`src/rtl/alu_nibble_seq.sv`:
```
// alu_nibble_seq: sequential ALU that processes a WIDTH-bit operand pair four bits per clock.
// Results are produced LSB slice first, and a registered carry ripples between the slices.
//
// Ports:
//   clk, rst_n          clock; asynchronous active-low reset
//   in_valid, in_ready  operand handshake. A new set is taken only while idle.
//   a, b, m, s, ci_n    operands, mode (0 = arithmetic, 1 = logic), op select, carry-in (active-low)
//   out_valid, out_ready  result handshake. The result is held until it is accepted.
//   y                   result
//   co_n, p_n, g_n      carry-out, group propagate, group generate (all inverted)
//   aeqb                all result bits are one
//   ovf                 signed overflow
module alu_nibble_seq #(
    parameter int unsigned WIDTH = 16
) (
    input  logic             clk,
    input  logic             rst_n,
    input  logic             in_valid,
    output logic             in_ready,
    input  logic [WIDTH-1:0] a,
    input  logic [WIDTH-1:0] b,
    input  logic             m,
    input  logic [1:0]       s,
    input  logic             ci_n,
    output logic             out_valid,
    input  logic             out_ready,
    output logic [WIDTH-1:0] y,
    output logic             co_n,
    output logic             p_n,
    output logic             g_n,
    output logic             aeqb,
    output logic             ovf
);

    localparam int unsigned NIB = WIDTH / 4;
    localparam int unsigned CW  = (NIB > 1) ? $clog2(NIB) : 1;

    typedef enum logic [1:0] {StIdle, StBusy, StDone} state_e;

    state_e           state_q, state_d;
    logic [CW-1:0]    cnt_q, cnt_d;
    logic [WIDTH-1:0] a_q, a_d;
    logic [WIDTH-1:0] b_q, b_d;     // holds b' in arithmetic mode and raw b in logic mode
    logic             m_q, m_d;
    logic [1:0]       s_q, s_d;
    logic             carry_q, carry_d;
    logic             carry0_q, carry0_d; // parallel ripple with cin forced to 0, for g_n
    logic             pall_q, pall_d;
    logic [WIDTH-1:0] res_q, res_d;
    logic [WIDTH-1:0] y_q, y_d;
    logic             co_n_q, co_n_d;
    logic             p_n_q, p_n_d;
    logic             g_n_q, g_n_d;
    logic             aeqb_q, aeqb_d;
    logic             ovf_q, ovf_d;

    logic [WIDTH-1:0] b_prime;
    logic [3:0]       a_sl, b_sl, log_sl, res_sl;
    logic [4:0]       sum_sl, sum0_sl;
    logic [WIDTH-1:0] res_next;
    logic             pall_next;
    logic             last_slice;

    // Select the second operand as it is captured. This keeps the per-slice datapath uniform.
    always_comb begin
        b_prime = b;
        if (!m) begin
            unique case (s)
                2'b00:   b_prime = b;
                2'b01:   b_prime = ~b;
                2'b10:   b_prime = '0;
                default: b_prime = '1;
            endcase
        end
    end

    // Slice datapath. The operand registers shift right, so the current slice is always in [3:0].
    always_comb begin
        a_sl    = a_q[3:0];
        b_sl    = b_q[3:0];
        sum_sl  = {1'b0, a_sl} + {1'b0, b_sl} + {4'b0000, carry_q};
        sum0_sl = {1'b0, a_sl} + {1'b0, b_sl} + {4'b0000, carry0_q};
        unique case (s_q)
            2'b00:   log_sl = ~a_sl;
            2'b01:   log_sl = a_sl & b_sl;
            2'b10:   log_sl = a_sl | b_sl;
            default: log_sl = a_sl ^ b_sl;
        endcase
        res_sl     = m_q ? log_sl : sum_sl[3:0];
        // Each new slice enters at the top, so after NIB shifts slice 0 reaches bits [3:0].
        res_next   = (res_q >> 4) | (WIDTH'(res_sl) << (WIDTH - 4));
        pall_next  = pall_q & (&(a_sl ^ b_sl));
        last_slice = (cnt_q == CW'(NIB - 1));
    end

    always_comb begin
        state_d  = state_q;
        cnt_d    = cnt_q;
        a_d      = a_q;
        b_d      = b_q;
        m_d      = m_q;
        s_d      = s_q;
        carry_d  = carry_q;
        carry0_d = carry0_q;
        pall_d   = pall_q;
        res_d    = res_q;
        y_d      = y_q;
        co_n_d   = co_n_q;
        p_n_d    = p_n_q;
        g_n_d    = g_n_q;
        aeqb_d   = aeqb_q;
        ovf_d    = ovf_q;

        unique case (state_q)
            StIdle: begin
                if (in_valid) begin
                    state_d  = StBusy;
                    cnt_d    = '0;
                    a_d      = a;
                    b_d      = b_prime;
                    m_d      = m;
                    s_d      = s;
                    carry_d  = ~ci_n;
                    carry0_d = 1'b0;
                    pall_d   = 1'b1;
                    res_d    = '0;
                end
            end
            StBusy: begin
                a_d      = a_q >> 4;
                b_d      = b_q >> 4;
                res_d    = res_next;
                carry_d  = sum_sl[4];
                carry0_d = sum0_sl[4];
                pall_d   = pall_next;
                cnt_d    = cnt_q + CW'(1);
                // The visible outputs change only here, so they stay put for the whole BUSY phase.
                if (last_slice) begin
                    state_d = StDone;
                    y_d     = res_next;
                    aeqb_d  = &res_next;
                    if (m_q) begin
                        co_n_d = 1'b1;
                        p_n_d  = 1'b1;
                        g_n_d  = 1'b1;
                        ovf_d  = 1'b0;
                    end else begin
                        co_n_d = ~sum_sl[4];
                        p_n_d  = ~pall_next;
                        g_n_d  = ~sum0_sl[4];
                        ovf_d  = (a_sl[3] == b_sl[3]) && (res_sl[3] != a_sl[3]);
                    end
                end
            end
            StDone: begin
                if (out_ready) begin
                    state_d = StIdle;
                end
            end
            default: state_d = StIdle;
        endcase
    end

    always_ff @(posedge clk or negedge rst_n) begin
        if (!rst_n) begin
            state_q  <= StIdle;
            cnt_q    <= '0;
            a_q      <= '0;
            b_q      <= '0;
            m_q      <= 1'b0;
            s_q      <= 2'b00;
            carry_q  <= 1'b0;
            carry0_q <= 1'b0;
            pall_q   <= 1'b1;
            res_q    <= '0;
            y_q      <= '0;
            co_n_q   <= 1'b1;
            p_n_q    <= 1'b1;
            g_n_q    <= 1'b1;
            aeqb_q   <= 1'b0;
            ovf_q    <= 1'b0;
        end else begin
            state_q  <= state_d;
            cnt_q    <= cnt_d;
            a_q      <= a_d;
            b_q      <= b_d;
            m_q      <= m_d;
            s_q      <= s_d;
            carry_q  <= carry_d;
            carry0_q <= carry0_d;
            pall_q   <= pall_d;
            res_q    <= res_d;
            y_q      <= y_d;
            co_n_q   <= co_n_d;
            p_n_q    <= p_n_d;
            g_n_q    <= g_n_d;
            aeqb_q   <= aeqb_d;
            ovf_q    <= ovf_d;
        end
    end

    assign in_ready  = (state_q == StIdle);
    assign out_valid = (state_q == StDone);
    assign y         = y_q;
    assign co_n      = co_n_q;
    assign p_n       = p_n_q;
    assign g_n       = g_n_q;
    assign aeqb      = aeqb_q;
    assign ovf       = ovf_q;

endmodule

```
`config.mk`:
```
export PLATFORM = sky130hd
export DESIGN_NAME = alu_nibble_seq
export DESIGN_NICKNAME = d
export VERILOG_FILES = /design/src/rtl/alu_nibble_seq.sv
export SDC_FILE = /design/constraint.sdc
export NUM_CORES = 1
export LEC_CHECK = 0
export BUFFER_PORTS_ARGS = -buffer_cell sky130_fd_sc_hd__buf_2
export CORE_MARGIN = 2
export CORE_UTILIZATION = 53
export CTS_CLUSTER_SIZE = 20
export DETAILED_ROUTE_END_ITERATION = 10
export GPL_ROUTABILITY_DRIVEN = 1
export PLACE_DENSITY = 0.76
export SLEW_MARGIN = 25
export SYNTH_ARGS = -nofsm -noshare
export SYNTH_HDL_FRONTEND = slang
export SYNTH_SLANG_ARGS = --single-unit
```
`constraint.sdc`:
```
create_clock -name clk -period 2.9 [get_ports clk]
set_input_delay 0 -clock clk [delete_from_list [all_inputs] [get_ports clk]]
set_output_delay 0 -clock clk [all_outputs]
set_load 0.01 [all_outputs]
```
==> impl_metrics.toml, run 1 <==
[status]
status = "finished with violations"
violations = "negative hold slack"

[floorplan]
die-width_um = 87.1
die_y_um = 87.1
start_util = 0.544
fp.coreArea_um2 = 6720
row_count = 30
dieArea_um2 = 7580
ios = 63

[sta]
rsz0062_at_grt = "false"
fmax_ghz = 0.406
relSlewSlack = 0.369
period_needed_ns = 2.46
finalHoldViolCount = 1
worst_pin_slew_ns = 0.947
timing.final.crit_share = 0.849
fin_tns_setup_ns = 0
setup-violations-final = 0
fin_hold_ws_ns = -0.00627
slew_viol_final = 0
clock_skew_ns = 0.00590

[cts]
h-tree-depth = 3
cts_made_buffers = 9
root_buffer = "clkbuf_8"
cts_max_path_buffers = 2
numClockSinks = 75
cts_tree = "done"
cts_resized = 0
clkTransAtPathRegs_ns = 0.07
clock_latency_ns = 0.34

[setup_path]
worstPathRequired_ns = 3.17
critPathArrivalTime_ns = 2.73
crit_path_max_incr_delay_ns = 0.55
critPathMaxFanout = 3
crit_chain = "ha_1 > fa_1 > ha_1 > xor2_1 > o221ai_1 > or4_1 > o21ai_1"
worst_setup_path_start_kind = "flip-flop"
critPathKind = "reg -> reg"
crit_top_cell = "ha_1"
critPathSlowestCell = "or4_1"
setup.worst_path.end_class = "flip-flop"

[synthesis]
yosysSeqAreaShare = 0.515
synth-edff-count = 0
synth-seq-cells = 75
synthCells = 367
ys_types = 40
syn_avg_cell_area_um2 = 9.97
yosys_warnings = 0
netlist_area_um2 = 3660
async_flop_share = 1.00
synth_flop_cell = "dfrtp_1"
synth.net_count = 419

[power]
sw_frac_of_total = 0.406
vdd_drop_max_mv = 0.612
power_frac_comb = 0.446
p_seq_frac = 0.385
power.internal_w = 0.00287
clockPowerShare = 0.169
p_switching_w = 0.00196
p_leak_nw = 2.14
p_per_area_nw_per_um2 = 1090

[finish]
fillCellCount = 536
regArea_um2 = 1880
multi_input_area_um2 = 1640
drive_above_1_share = 0.231
fin_util = 0.658
diodes = 0
nets = 493
layout-area-overhead-vs-synth_pct = 20.8

[detailed_routing]
drt_pass1_iterations = 5
avgViaCountPerCell = 5.42
drt_iter0_markers = 131
drc = 0
vias = 2849
drt_wl_total_um = 8120
wl_per_cell_um = 15.4
drtAntennaViolNets = 0

[placed_design]
io_buffer_count = 62
gp_congestion = 0.906
dp_hpwl_um = 5360

[global_route]
grt_max_degree = 76
grtUsageTotal = 0.233
grt_pass1_vias = 2784
grt_pass1_wl_um = 13600
grt-ovfl-total = 0
antenna_found_initial = 0

[job]
cap_violations = 0

[min_path]
hold_path_class = "in -> reg"
## Yosys cell counts, types with 2 or more instances
library cell,number,area share
nand2b_1,4,0.0068
a22oi_1,20,0.041
nor2_1,6,0.0062
o21ai_1,5,0.0068
a21oi_1,9,0.012
and2_1,2,0.0034
o22ai_1,2,0.0034
dfrtp_1,71,0.49
or4_1,2,0.0041
dfstp_2,4,0.029
o21ai_0,39,0.053
nand3_1,12,0.016
buf_2,2,0.0027
nand4_1,4,0.0068
nor3_1,6,0.0082
buf_1,3,0.0031
clkbuf_1,18,0.018
xnor2_1,19,0.046
inv_1,10,0.010
a221o_1,5,0.014
mux2i_1,5,0.014
mux2_2,15,0.046
ha_1,11,0.038
nand2_1,77,0.079
## worst max-delay path, delay by kind of cell (launching register included)
family                   cells  cell delay, ns
AND/OR/NAND/NOR              1            0.55
adder cells (fa/ha/maj)      3            0.98
XOR/XNOR                     1            0.15
flip-flops                   1            0.40
AO/OA/AOI/OAI                2            0.31
## cell usage in the layout (no fill, tap or decap), types with 2 or more instances in the layout
cell type / netlist / layout
a21oi_1: 9 / 9
a221o_1: 5 / 5
a22oi_1: 20 / 20
and2_1: 2 / 2
buf_2: 2 / 62
buf_4: 1 / 3
clkbuf_8: 0 / 11
clkinv_2: 0 / 2
dfrtp_1: 71 / 71
dfstp_2: 4 / 4
dlygate4sd3_1: 0 / 21
ha_1: 11 / 11
inv_1: 10 / 10
mux2_2: 15 / 15
mux2i_1: 5 / 5
nand2_1: 77 / 77
nand2b_1: 4 / 4
nand3_1: 12 / 12
nand4_1: 4 / 4
nor2_1: 6 / 6
nor3_1: 6 / 6
o21ai_0: 39 / 39
o21ai_1: 5 / 5
o22ai_1: 2 / 2
or4_1: 2 / 2
xnor2_1: 19 / 19
## flip-flops by register name, indices dropped and copies added (netlist names), 2 cells and up
register	count
a_q	16
b_q	16
cnt_q	2
res_q	12
s_q	2
state_q	2
y	16
## what timing repair did
| action | 4_1_cts | 5_1_grt |
|---|---|---|
| setup buffers | 0 | 0 |
| setup endpoints to repair | 0 | 0 |
| hold buffers | 21 | 0 |
| hold endpoints to repair | 91 | 0 |
## metal layers
layer,global-route usage,part of all wire,up-vias
met4,0.0639,0.013,0
met2,0.356,0.50,53
li1,-,-,1412
met1,0.339,0.45,1376
met5,0,0,-
met3,0.0512,0.036,8
## final timing paths
check	startpoint	end	slack, ns	cells after the start
min in group asynchronous	rst_n	y[3]	0.29	3
setup / recovery	a_q[0]	aeqb	0.44	7
hold / removal	b[10]	b_q[10]	-0.006	4
setup reg to reg	a_q[0]	aeqb	0.44	7
hold reg to reg	ovf	ovf	0.47	2
max in group asynchronous	rst_n	ovf	2.15	3
## power groups by stage
stage	clock (W)	sequential, W	combinational (W)
floorplan	0	0.00181	0.00159
detailed placement	0	0.00188	0.00214
global placement	0	0.00186	0.00210
CTS	0.000827	0.00186	0.00217
finish	0.000817	0.00186	0.00216
global route	0.000884	0.00193	0.00242
## per-stage QoR
stage | instances | worst slack, ns | cell area (µm²) | total power (W) | hold WS [ns]
finish | 526 | 0.439 | 4420 | 0.00484 | -0.00627
floorplan | 367 | 0.609 | 3660 | 0.00340 | -0.296
global route | 526 | 0.315 | 4420 | 0.00524 | 0.0254
CTS | 526 | 0.431 | 4420 | 0.00486 | 0.000568
detailed placement | 489 | 0.451 | 4000 | 0.00401 | 0.202
global placement | 489 | 0.527 | 4000 | 0.00395 | 0.201
## area by class of cell
cell class	instances	share of cell area
clock buffers	12	0.0351
clock inverters	4	0.0110
inverters	10	0.00849
multi-input cells	258	0.371
flip-flops and latches	75	0.426
well taps	80	0.0227
repair buffers	87	0.125
## cells by family (layout without fill, tap and decap cells)
kind of cell | Yosys count | in the layout | share of synthesized area
compound gates | 86 | 86 | 0.144
simple gates | 118 | 118 | 0.143
xor+xnor | 22 | 22 | 0.0588
flops | 75 | 75 | 0.515
buf+inv | 34 | 113 | 0.0366
fa+ha+maj | 12 | 12 | 0.0431
mux | 20 | 20 | 0.0599
(Power assumes the default switching activity.)
==> run 2: changes to the inputs <==
==> constraint.sdc (replaced) <==
create_clock -name clk -period 2.3 [get_ports clk]
set_input_delay 0 -clock clk [delete_from_list [all_inputs] [get_ports clk]]
set_output_delay 0 -clock clk [all_outputs]
set_load 0.01 [all_outputs]
==> impl_metrics.toml, run 2 (synthesis results as in run 1) <==
[global_route]
grt-ovfl-total = 0
grt_max_degree = 49
grt_pass1_vias = 2915
grtUsageTotal = 0.237
antenna_found_initial = 0
grt_pass1_wl_um = 14000

[setup_path]
worstPathRequired_ns = 2.55
setup.worst_path.end_class = "flip-flop"
reg2reg_from = "a_q[0]"
cp_top_family = "adder cells"
r2r_slack_ns = 0.006
rr_endpoint = "ovf"
cp.depth = 8
worst_setup_path_start_kind = "flip-flop"
critPathMaxFanout = 3
critPathKind = "reg -> reg"
cp_num_buf_inv = 1
critPathArrivalTime_ns = 2.54
crit_chain = "ha_2 > fa_2 > xor2_2 > buf_4 > nand3_1 > xor3_1 > xnor2_1 > o41ai_2"
critPathSlowestCell = "fa_2"
crit_path_max_incr_delay_ns = 0.42
r2r_cells = 8

[sta]
period_needed_ns = 2.29
rsz0062_at_grt = "true"
fmax_ghz = 0.436
finalHoldViolCount = 0
timing.final.crit_share = 0.997
worst_pin_slew_ns = 0.923
slew_viol_final = 0
fin_hold_ws_ns = 0.0188
relSlewSlack = 0.385
clock_skew_ns = 0.00775
timing.final.ws_setup_ns = 0.00641
setup-violations-final = 0

[floorplan]
ios = 63
fp.coreArea_um2 = 6720
die-width_um = 87.1
die_y_um = 87.1
row_count = 30
start_util = 0.544
dieArea_um2 = 7580

[finish]
finalNonFillerCells = 541
final_common_cell = "nand2_1"
layout-area-overhead-vs-synth_pct = 25.9
fin_util = 0.685
layout_common_cells = "nand2_1 (77), dfrtp_1 (71), buf_2 (62)"
multi_input_area_um2 = 1660
fillCellCount = 510
regArea_um2 = 1880
diodes = 0
nets = 508
drive_above_1_share = 0.256

[detailed_routing]
drt_wl_total_um = 8400
drtAntennaViolNets = 0
wl_per_cell_um = 15.5
vias = 3026
avgViaCountPerCell = 5.59
drc = 0
drt_iter0_markers = 211
drt_pass1_iterations = 5

[min_path]
holdPathEnd = "b_q[14]"
hold_path_class = "in -> reg"
whs_path_depth = 4
hold_start = "b[14]"

[cts]
clock_latency_ns = 0.35
cts_max_path_buffers = 2
clkTransAtPathRegs_ns = 0.08
numClockSinks = 75
cts_tree = "done"
cts_made_buffers = 9
h-tree-depth = 3
root_buffer = "clkbuf_8"

[placed_design]
dp_hpwl_um = 5550
dp_cells = 497
post-place-ws_ns = -0.0707
io_buffer_count = 62
gp_congestion = 0.891

[power]
p_per_area_nw_per_um2 = 1410
vdd_drop_max_mv = 0.718
power.total_w = 0.00650
p_leak_nw = 2.22

[status]
status = "finished clean"

[job]
cap_violations = 0
-- run 2: cell count changes in the layout (fill, tap and decap cells not counted), sizes merged --
cell,previous run,this run
inv,10,13
clkbuf,12,10
buf,66,75
bufinv,1,2
clkinvlp,0,1
clkinv,3,0
dlygate4sd3,21,27
-- run 2: tightest hold or removal path: stages --
cell     delay (ns)
buf_2          0.08
nand2_1        0.05
xnor2_1        0.12
o21ai_0        0.07
-- run 2: worst max path at each step --
| stage | from | to | slack [ns] |
|---|---|---|---|
| 2_1_floorplan | a_q[0] | aeqb | 0.009 |
| 3_3_place_gp | a_q[0] | aeqb | -0.02 |
| 3_5_place_dp | a_q[0] | aeqb | -0.07 |
| 4_1_cts | a_q[0] | carry_q | 0.003 |
| 5_1_grt | a_q[0] | ovf | -0.09 |
| 6_report | a_q[0] | ovf | 0.006 |
-- run 2: routing by layer --
layer / vias to the layer above / track usage / share of wire
li1: 1442 / - / -
met1: 1481 / 0.349 / 0.46
met2: 90 / 0.355 / 0.48
met3: 13 / 0.0559 / 0.043
met4: 0 / 0.0625 / 0.016
met5: - / 0 / 0
-- run 2: timing repair --
action,4_1_cts,5_1_grt
gates resized for setup,2,3
hold buffers,27,0
hold endpoints to repair,50,0
pin swaps,5,1
buffers inserted,1,0
setup endpoints to repair,1,5
cloned,0,0
-- run 2: area by class of cell --
type,instances,share of cell area
Sequential cell,75,0.409
Multi-Input combinational cell,258,0.361
Inverter,10,0.00815
Clock inverter,6,0.0204
Tap cell,80,0.0217
Clock buffer,10,0.0299
Timing Repair Buffer,102,0.150
-- run 2: stage by stage --
step           instance area [µm²]  setup TNS (ns)
2_1_floorplan                 3660               0
3_3_place_gp                  4070         -0.0195
3_5_place_dp                  4070         -0.0707
4_1_cts                       4590               0
5_1_grt                       4600          -0.133
6_report                      4600               0
-- run 2: report_power, final --
part | switching [W] | internal (W)
clock | 0.000517 | 0.000652
sequential | 0.000438 | 0.00191
combinational | 0.00164 | 0.00134
